**src/rtl/fifo_umbrales.sv**
```systemverilog
// Synchronous FIFO with occupancy counter, programmable almost-full/almost-empty
// thresholds, registered read data with valid strobe, and sticky error flags.
module fifo_umbrales #(
  parameter int data_width    = 10,
  parameter int address_width = 2
) (
  input  logic                     clk,
  input  logic                     reset,
  input  logic                     wr_enable,
  input  logic                     rd_enable,
  input  logic [data_width-1:0]    FIFO_data_in,
  input  logic [address_width:0]   umbral_alto,
  input  logic [address_width:0]   umbral_bajo,
  output logic [data_width-1:0]    FIFO_data_out,
  output logic                     data_valid,
  output logic                     full,
  output logic                     empty,
  output logic                     almost_full,
  output logic                     almost_empty,
  output logic [address_width:0]   fifo_count,
  output logic                     error_overflow,
  output logic                     error_underflow
);

  localparam int DEPTH = 2 ** address_width;
  localparam logic [address_width:0] C_DEPTH = (address_width + 1)'(DEPTH);

  logic [data_width-1:0]    r_mem [DEPTH];
  logic [address_width-1:0] r_wr_ptr;
  logic [address_width-1:0] r_rd_ptr;
  logic [address_width:0]   r_count;
  logic [data_width-1:0]    r_data_out;
  logic                     r_data_valid;
  logic                     r_err_ovf;
  logic                     r_err_unf;

  logic w_full;
  logic w_empty;
  logic w_rd_ok;
  logic w_wr_ok;

  assign w_full  = (r_count == C_DEPTH);
  assign w_empty = (r_count == '0);
  assign w_rd_ok = rd_enable & ~w_empty;
  // A write into a full FIFO is accepted only when a read frees a slot in the same cycle.
  assign w_wr_ok = wr_enable & (~w_full | w_rd_ok);

  // Storage is not reset; writes coinciding with an asserted reset are dropped.
  always_ff @(posedge clk) begin
    if (w_wr_ok && !reset) begin
      r_mem[r_wr_ptr] <= FIFO_data_in;
    end
  end

  always_ff @(posedge clk or posedge reset) begin
    if (reset) begin
      r_wr_ptr     <= '0;
      r_rd_ptr     <= '0;
      r_count      <= '0;
      r_data_out   <= '0;
      r_data_valid <= 1'b0;
      r_err_ovf    <= 1'b0;
      r_err_unf    <= 1'b0;
    end else begin
      if (w_wr_ok) begin
        r_wr_ptr <= r_wr_ptr + address_width'(1);
      end
      if (w_rd_ok) begin
        r_rd_ptr   <= r_rd_ptr + address_width'(1);
        r_data_out <= r_mem[r_rd_ptr];
      end
      r_data_valid <= w_rd_ok;
      case ({w_wr_ok, w_rd_ok})
        2'b10:   r_count <= r_count + (address_width + 1)'(1);
        2'b01:   r_count <= r_count - (address_width + 1)'(1);
        default: r_count <= r_count;
      endcase
      if (wr_enable && w_full && !w_rd_ok) begin
        r_err_ovf <= 1'b1;
      end
      if (rd_enable && w_empty) begin
        r_err_unf <= 1'b1;
      end
    end
  end

  assign FIFO_data_out   = r_data_out;
  assign data_valid      = r_data_valid;
  assign full            = w_full;
  assign empty           = w_empty;
  assign almost_full     = (r_count >= umbral_alto);
  assign almost_empty    = (r_count <= umbral_bajo);
  assign fifo_count      = r_count;
  assign error_overflow  = r_err_ovf;
  assign error_underflow = r_err_unf;

endmodule

```
**config.mk**
```make
export PLATFORM = sky130hd
export DESIGN_NAME = fifo_umbrales
export DESIGN_NICKNAME = d
export VERILOG_FILES = /design/src/rtl/fifo_umbrales.sv
export SDC_FILE = /design/constraint.sdc
export NUM_CORES = 1
export LEC_CHECK = 0
export BUFFER_PORTS_ARGS = -buffer_cell sky130_fd_sc_hd__buf_2
export CORE_ASPECT_RATIO = 0.7
export CORE_MARGIN = 2
export CORE_UTILIZATION = 44
export CTS_BUF_LIST = sky130_fd_sc_hd__clkbuf_2
export DETAILED_ROUTE_END_ITERATION = 10
export RECOVER_POWER = 50
export SLEW_MARGIN = 20
export SYNTH_ARGS = -nofsm -noshare
export SYNTH_HDL_FRONTEND = slang
export SYNTH_SLANG_ARGS = --single-unit
```
**constraint.sdc**
```tcl
create_clock -name clk -period 3.3 [get_ports clk]
set_input_delay 0.33 -clock clk [delete_from_list [all_inputs] [get_ports clk]]
set_output_delay 0.33 -clock clk [all_outputs]
set_load 0.005 [all_outputs]
```
# Yosys cells after proc, flatten, opt, wreduce, memory -nomap -nowiden
# Memories as Yosys holds them, arrays and structs flattened. A register that Yosys moved wholly into a read port is not among the register bits.
# Index checks and enable logic that the tools add are counted.
# totals
output_inout_bits	20
word_cells	32
ram_bits	40
regBits	10
n_memories	1
# classes
n_bitwise	5
muxes	3
n_eq_ne	3
n_lt_le_gt_ge	2
n_addsub	4
reduce_logical	8
# memory_table
name	depth	word_bits	rd	rd_ports_with_merged_regs	wr	line_no	rtl
r_mem	4	10	1	1	1	28	logic [data_width-1:0] r_mem [DEPTH];
# op_table
op	count
case mux 3 bit (2 select lines)	1
adder 2 x 1 -> 2 bit, second input constant	2
logical AND 1 bit	4
adder 3 x 1 -> 3 bit, second input constant	1
== test 3 bit, second input constant	1
greater-or-equal comparator 3 bit	1
less-or-equal comparator 3 bit	1
logical NOT 3 bit	1
subtractor 3 x 1 -> 3 bit, second input constant	1
AND 1 bit	2
== test 2 x 1 -> 1 bit, second input constant	1
== test 2 bit, second input constant	1
logical NOT 1 bit	2
2-to-1 mux 1 bit	2
inverter 1 bit	2
nonzero test 2 bit	1
OR 1 bit	1

# Longest topological paths before layout
# Gate-level depths: netlist (run 1).
# depth
depth_word	8
ltp_mapped	9
depth_no_buf	8

# Least setup slack after synthesis (run 1)
# Ideal clock, no wire load.
# synth_timing
path_type	flip-flop to flip-flop
from	reg r_count[0], in the netlist fifo_count[0]
to	reg r_count[2], in the netlist fifo_count[2]
t_required_ps	3220
setup_slack_ps	1279
period_less_slack_ps	2021
path_stages_with_launch	9
setup_ps	80
arrival_ps	1941
path_cell_list	dfrtp_1 nor4b_4 nand2b_4 ha_1 inv_1 fa_1 xor2_1 nor2_1 xor2_1
# synth_via
elab_chain_cells	7
elab_cells_between_ends	13
classes_between	2 x add/sub; 3 x eq/ne; 1 x mux; 5 x bitwise; 2 x reduce/logical
# synth_lines
item	line_no	rtl
from (decl)	31	logic [address_width:0] r_count;
from (signal assigned)	74	2'b10: r_count <= r_count + (address_width + 1)'(1);
from (signal assigned)	75	2'b01: r_count <= r_count - (address_width + 1)'(1);
from (signal assigned)	76	default: r_count <= r_count;
logical NOT 3 bit	43	assign w_empty = (r_count == '0);
inverter 1 bit	44	assign w_rd_ok = rd_enable & ~w_empty;
AND 1 bit	44	
OR 1 bit	46	assign w_wr_ok = wr_enable & (~w_full | w_rd_ok);
AND 1 bit	46	
== test 2 x 1 -> 1 bit or == test 2 bit (tied branches)	73	case ({w_wr_ok, w_rd_ok})
case mux 3 bit (2 select lines) or nonzero test 2 bit (tied branches)	--	
# Several ways; a longest one is shown, not always the timed one.
# A chain may end at the register's enable or synchronous reset.

# Final worst setup path (run 1)
# layout_timing
from	reg r_count[2], in the netlist fifo_count[2]
to	reg r_count[2], in the netlist fifo_count[2]
# Same word-level chain as after synthesis.

==> results of run 1 <==
==> state kept, by name (all words and copies together), names as in the netlist <==
signal           cells
r_mem               40
FIFO_data_out       10
fifo_count           3
r_rd_ptr             2
r_wr_ptr             2
data_valid           1
error_overflow       1
error_underflow      1
==> routing by layer <==
layer | part of all wire, % | vias to the layer above | GRT usage [%]
met5 | 0 | - | 0
met4 | 0.22 | 0 | 4.348
met3 | 5.6 | 5 | 6.808
met2 | 45 | 40 | 22.95
met1 | 50 | 659 | 22.86
li1 | - | 655 | -
==> cells in the mapped netlist (all sizes together) <==
cell / number / area share [%]
a21o: 4 / 1.2
and2: 4 / 1.0
and3: 1 / 0.25
buf: 4 / 1.0
dfrtp: 20 / 20
edfxtp: 40 / 48
fa: 1 / 0.80
ha: 11 / 5.5
inv: 11 / 1.6
mux2: 1 / 0.60
mux2i: 1 / 0.40
mux4: 10 / 9.0
nand2: 31 / 4.6
nand2b: 2 / 0.80
nand3: 1 / 0.20
nor2: 1 / 0.15
nor2b: 1 / 0.25
nor3: 1 / 0.20
nor3b: 1 / 0.30
nor4b: 1 / 0.95
o21a: 1 / 0.30
o21ai: 1 / 0.20
o31ai: 1 / 0.85
xnor2: 4 / 1.4
xor2: 2 / 0.70
==> timing repair <==
action,in CTS,in global routing
hold endpoints to repair,4,0
buffers inserted,0,0
hold buffers,1,0
==> logic make-up (layout without fill, tap and decap cells) <==
group	Yosys count	after routing	share of synthesized area (%)
buf+inv	15	68	2.688
simple gates	44	44	8.710
flops	60	60	67.70
mux	12	12	9.955
fa+ha+maj	12	12	6.272
xor+xnor	6	6	2.091
compound gates	7	7	2.588
==> worst max path at each step <==
stage | start | endpoint | slack [ns] | depth (start not counted)
floorplan | fifo_count[0]$_DFFE_PP0P_ | fifo_count[2]$_DFFE_PP0P_ | 1.28 | 8
global placement | fifo_count[1]$_DFFE_PP0P_ | fifo_count[2]$_DFFE_PP0P_ | 1.08 | 9
detailed placement | fifo_count[1]$_DFFE_PP0P_ | fifo_count[2]$_DFFE_PP0P_ | 1.02 | 9
CTS | fifo_count[0]$_DFFE_PP0P_ | almost_full | 0.82 | 6
global route | fifo_count[2]$_DFFE_PP0P_ | fifo_count[2]$_DFFE_PP0P_ | 0.60 | 8
finish | fifo_count[2]$_DFFE_PP0P_ | fifo_count[2]$_DFFE_PP0P_ | 0.81 | 8
==> final cells by class <==
cell class	instances	area, um^2	area share, %
Multi-Input combinational cell	81	721.9	25.32
Timing Repair Buffer	41	195.2	6.845
Clock buffer	12	60.06	2.106
Clock inverter	4	41.29	1.448
Sequential cell	60	1702	59.68
Inverter	11	41.29	1.448
Tap cell	72	90.09	3.159
==> where the power goes <==
group | switching (mW) | internal, mW | total, mW | leakage (nW)
clock | 0.231 | 0.178 | 0.410 | 0.0687
sequential | 0.195 | 0.979 | 1.17 | 0.599
combinational | 0.310 | 0.371 | 0.681 | 0.521
total | 0.737 | 1.53 | 2.27 | 1.19
==> critical path, stage by stage, from the launching register on <==
cell and delay [ns]:
dfrtp_1 0.57, nor4b_1 0.52, nand2b_1 0.28, ha_1 0.22, inv_1 0.06, fa_1 0.37
xor2_1 0.15, nor2_1 0.11, xor2_1 0.14
==> summary.txt, run 1 <==
Placement
  • Dpl cells: 264
  • I/O Buffers: 39
  • Area post-placement: 2780 um^2
  • RD Place Congestion: 0.7757
  • DPL Wire Length: 3209 um
  • DP Worst Slack: 1.021 ns

Timing
  • Fmax: 402.4 MHz
  • Slew Limit Fails: 0
  • Hold_ws: 0.09214 ns
  • Setup TNS Final: 0 ns
  • Crit path time final: 2.485 ns
  • Final setup viols: 0
  • Clock Skew: 0.02087 ns
  • Final WS setup: 0.8150 ns
  • Slew @ Worst Pin: roughly 0.77 ns
  • RSZ-0062 raised after global routing: false
  • Relative slew slack: 48.72%
  • Hold Fails Final Rpt: 0
  • Period utilization: between 70% and 80%

Finish
  • Non-Filler Instances: 281
  • Fillers: 481
  • Most frequent cells in the layout: edfxtp_1 (40), nand2_1 (31), buf_2 (25)
  • Share of layout cells above drive strength 1: 24.88%
  • Fin util: 53.12%
  • Fin nets: 236
  • Final Cell Area: 2851 um^2
  • Commonest non-fill, non-tap cell in the layout: edfxtp_1
  • Area Growth Syn to Fin: 13.44%
  • ANT cells: 0

Synthesis
  • Synthesis Warnings: 0
  • FF+latch count, synth: 60
  • Synthesized area: between 2000 and 3000 um^2
  • Post-synthesis sequential area ratio: 67.70%
  • Mean Syn Cell Area: ~16 um^2
  • Post-Syn Nets: 188
  • Synth Instances: 156
  • Synth unique cells: 28

Hold path
  • Hold EP: error_overflow$_DFFE_PP0P_
  • Type of the worst min-delay path: input pin to flip-flop
  • Min-delay src: wr_enable
  • Hold Path Stages: 2

Setup path
  • Reg2reg start: fifo_count[2]$_DFFE_PP0P_
  • Crit path DAT: 2.87 ns
  • Reg2reg path depth: 8
  • Critical Path RT: ~3.7 ns
  • Critical path fanouts, max: 8
  • Worst Setup Start Kind: flip-flop
  • Crit Path Category: flip-flop to flip-flop
  • Flop-to-flop setup slack: just over 0.8 ns
  • Crit end category: flip-flop
  • Reg2reg end: fifo_count[2]$_DFFE_PP0P_

Routing
  • TritonRoute pass-1 iters: 4
  • DR DRC count: 0
  • DR vias: roughly 1.4k
  • Antenna Nets Post-Route: 0
  • Routed length per instance: 16.17 um
  • Initial DRC Count: 74
  • Routed vias/inst: 4.836
  • Detailed Route WL: 4544 um

Power and ir drop
  • VDD IR max: 0.2797 mV
  • Pwr Total: 2.265 mW
  • Cell area power density: 794.4 nW/um^2
  • LEAKAGE: 1.189 nW

GRT
  • Largest net degree at the start of global routing: 21
  • First-pass GRT wire length: 7120 um
  • Global-route usage over all layers: between 15 and 20%
  • Number of global-route vias before repair: around 1.4k
  • Global route total overflow: 0
  • Antenna violations before repair: 0

Clock tree
  • Clk slew on worst S/H paths: 0.15 ns
  • Number of cells upsized or downsized after cts: 0
  • CTS max path bufs: 2
  • H-tree depth: 3
  • TritonCTS clock tree: yes
  • CTS buffer count: 9
  • Worst-skew pair later-pin latency: 0.46 ns
  • TritonCTS sink count: 60
  • Root buffer cell: clkbuf_2

Run
  • Max cap viols: 0

Die
  • Die Span Y: between 60 and 70 um
  • Die X: 94.34 um
  • Core area: 5368 um^2
  • I/O pin count: 40
  • # rows: 22
  • Initial Util: 46.83%
  • Die ar.: 6343 um^2

Outcome
  • Status: finished clean
Note: power is estimated with default switching activity, not from simulation.
==> run 2, diff against run 1 <==
==> constraint.sdc (replaced) <==
create_clock -name clk -period 2.6 [get_ports clk]
set_input_delay 0.26 -clock clk [delete_from_list [all_inputs] [get_ports clk]]
set_output_delay 0.26 -clock clk [all_outputs]
set_load 0.005 [all_outputs]
==> summary.txt, run 2 (same netlist as run 1, synthesis figures left out) <==
Clock tree
  • Number of cells upsized or downsized after cts: 0 (unchanged)
  • TritonCTS sink count: 60 (unchanged)
  • Clk slew on worst S/H paths: 0.15 ns (about the same)
  • Post-CTS Setup Repair Bufs: 0 (unchanged)
  • Worst-skew pair later-pin latency: 0.47 ns (was 0.46 ns)
  • CTS max path bufs: 2 (unchanged)
  • CTS buffer count: 9 (unchanged)
  • Root buffer cell: clkbuf_2 (unchanged)
  • TritonCTS clock tree: yes (unchanged)
  • H-tree depth: 3 (unchanged)

Timing
  • Hold_ws: 0.04938 ns (was 0.09214 ns)
  • Slew Limit Fails: 0 (unchanged)
  • Fmax: 439.3 MHz
  • Crit path time final: approximately 2.3 ns
  • RSZ-0062 raised after global routing: false (unchanged)
  • Final WS setup: 0.3235 ns (was 0.8150 ns)
  • Relative slew slack: 44.92% (was 48.72%)
  • Period utilization: 87.56%
  • Setup TNS Final: 0 ns (unchanged)
  • Clock Skew: 0.02180 ns (was 0.02087 ns)
  • Hold Fails Final Rpt: 0 (unchanged)
  • Slew @ Worst Pin: 0.8252 ns (was 0.7684 ns)
  • Final setup viols: 0 (unchanged)

Setup path
  • Worst Setup Start Kind: flip-flop (unchanged)
  • Critical path fanouts, max: 6 (was 8)
  • Crit path DAT: 2.02 ns (was 2.87 ns)
  • Crit end category: output port (was flip-flop)
  • Critical path launch point: fifo_count[0]$_DFFE_PP0P_ (was fifo_count[2]$_DFFE_PP0P_)
  • Critical Path RT: 2.34 ns (was 3.69 ns)
  • Reg2reg path depth: 8 (unchanged)
  • Crit Path Category: flip-flop to output port (was flip-flop to flip-flop)
  • Reg2reg start: fifo_count[1]$_DFFE_PP0P_ (was fifo_count[2]$_DFFE_PP0P_)

Finish
  • Share of layout cells above drive strength 1: 25.34% (was 24.88%)
  • Fin nets: 248 (was 236)
  • Number of flip-flops in the largest register: 40 (unchanged)
  • Final Cell Area: 3005 um^2 (was 2851 um^2)
  • Area Growth Syn to Fin: 19.56% (was 13.44%)
  • Largest reg by FF count: r_mem (unchanged)
  • ANT cells: 0 (unchanged)
  • Non-Filler Instances: 293 (was 281)
  • Most frequent cells in the layout: edfxtp_1 (40), nand2_1 (31), buf_2 (26) (was edfxtp_1 (40), nand2_1 (31), buf_2 (25))
  • Fillers: 447 (was 481)
  • Fin util: 55.99% (was 53.12%)
  • Commonest non-fill, non-tap cell in the layout: edfxtp_1 (unchanged)

Power and ir drop
  • LEAKAGE: 1.257 nW (was 1.189 nW)
  • Cell area power density: 991.7 nW/um^2 (was 794.4 nW/um^2)
  • Pwr Total: 2.981 mW (was 2.265 mW)
  • VDD IR max: 0.2981 mV (was 0.2797 mV)

Routing
  • Routed length per instance: 15.03 um (was 16.17 um)
  • Antenna Nets Post-Route: 0 (unchanged)
  • Initial DRC Count: 47 (was 74)
  • Routed vias/inst: 4.683 (was 4.836)
  • DR vias: 1372 (was 1359)
  • Detailed Route WL: 4404 um (was 4544 um)
  • TritonRoute pass-1 iters: 4 (unchanged)
  • DR DRC count: 0 (unchanged)

GRT
  • Largest net degree at the start of global routing: 21 (unchanged)
  • Number of global-route vias before repair: 1500 (was 1375)
  • Global-route usage over all layers: 16.48% (was 16.08%)
  • Antenna violations before repair: 0 (unchanged)
  • Global route total overflow: 0 (unchanged)
  • First-pass GRT wire length: 7189 um (was 7120 um)

Die
  • Die ar.: 6343 um^2 (unchanged)
  • # rows: 22 (unchanged)
  • Initial Util: 46.83% (unchanged)
  • Core area: 5368 um^2 (unchanged)
  • Die X: 94.34 um (unchanged)
  • I/O pin count: 40 (unchanged)
  • Die Span Y: 67.24 um (unchanged)

Run
  • Max cap viols: 0 (unchanged)

Hold path
  • Min-delay src: rd_enable (was wr_enable)
  • Type of the worst min-delay path: input pin to flip-flop (unchanged)
  • Hold Path Stages: 2 (unchanged)

Placement
  • Dpl cells: 265 (was 264)
  • DPL Wire Length: 2982 um (was 3209 um)
  • Area post-placement: 2788 um^2 (was 2780 um^2)
  • DP Worst Slack: 0.4179 ns (was 1.021 ns)
  • RD Place Congestion: 0.7798 (was 0.7757)
  • I/O Buffers: 39 (unchanged)

Outcome
  • Status: finished clean (unchanged)
run 2: report_power, final:
part	switching (mW)	total (mW)	internal, mW
clock	0.319	0.641	0.322
combinational	0.380	0.869	0.490
sequential	0.227	1.47	1.24
total	0.926	2.98	2.05
run 2: final timing paths:
path	end	slack [ns]
setup / recovery	almost_full	0.32
hold / removal	error_underflow$_DFFE_PP0P_	0.05
setup reg to reg	fifo_count[2]$_DFFE_PP0P_	0.45
hold reg to reg	error_underflow$_DFFE_PP0P_	0.47
max in group asynchronous	FIFO_data_out[9]$_DFFE_PP0P_	1.61
min in group asynchronous	FIFO_data_out[0]$_DFFE_PP0P_	0.46
run 2: area by class of cell:
type | count | area (um^2) | share of cell area (%)
flip-flops and latches | 60 | 1702 | 56.62
multi-input cells | 81 | 730.7 | 24.31
repair buffers | 53 | 310.3 | 10.32
well taps | 72 | 90.09 | 2.998
clock inverters | 5 | 76.32 | 2.540
clock buffers | 11 | 55.05 | 1.832
inverters | 11 | 41.29 | 1.374
run 2: critical path, stage by stage (launching register included):
cell	delay, ns
dfrtp_1	0.51
inv_1	0.16
ha_1	0.29
nand2b_1	0.14
a21o_1	0.17
a21o_1	0.17
buf_2	0.12
run 2: repair_timing:
item | 4_1_cts | 5_1_grt
endpoints found under the setup margin | 0 | 0
endpoints found under the hold margin | 60 | 1
hold buffers | 11 | 1
run 2: per-layer routing:
metal | track usage (%) | share of wire [%] | vias up
li1 | - | - | 677
met1 | 18.63 | 43 | 655
met2 | 28.66 | 50 | 31
met3 | 6.362 | 5.1 | 9
met4 | 6.522 | 1.6 | 0
met5 | 0 | 0 | -
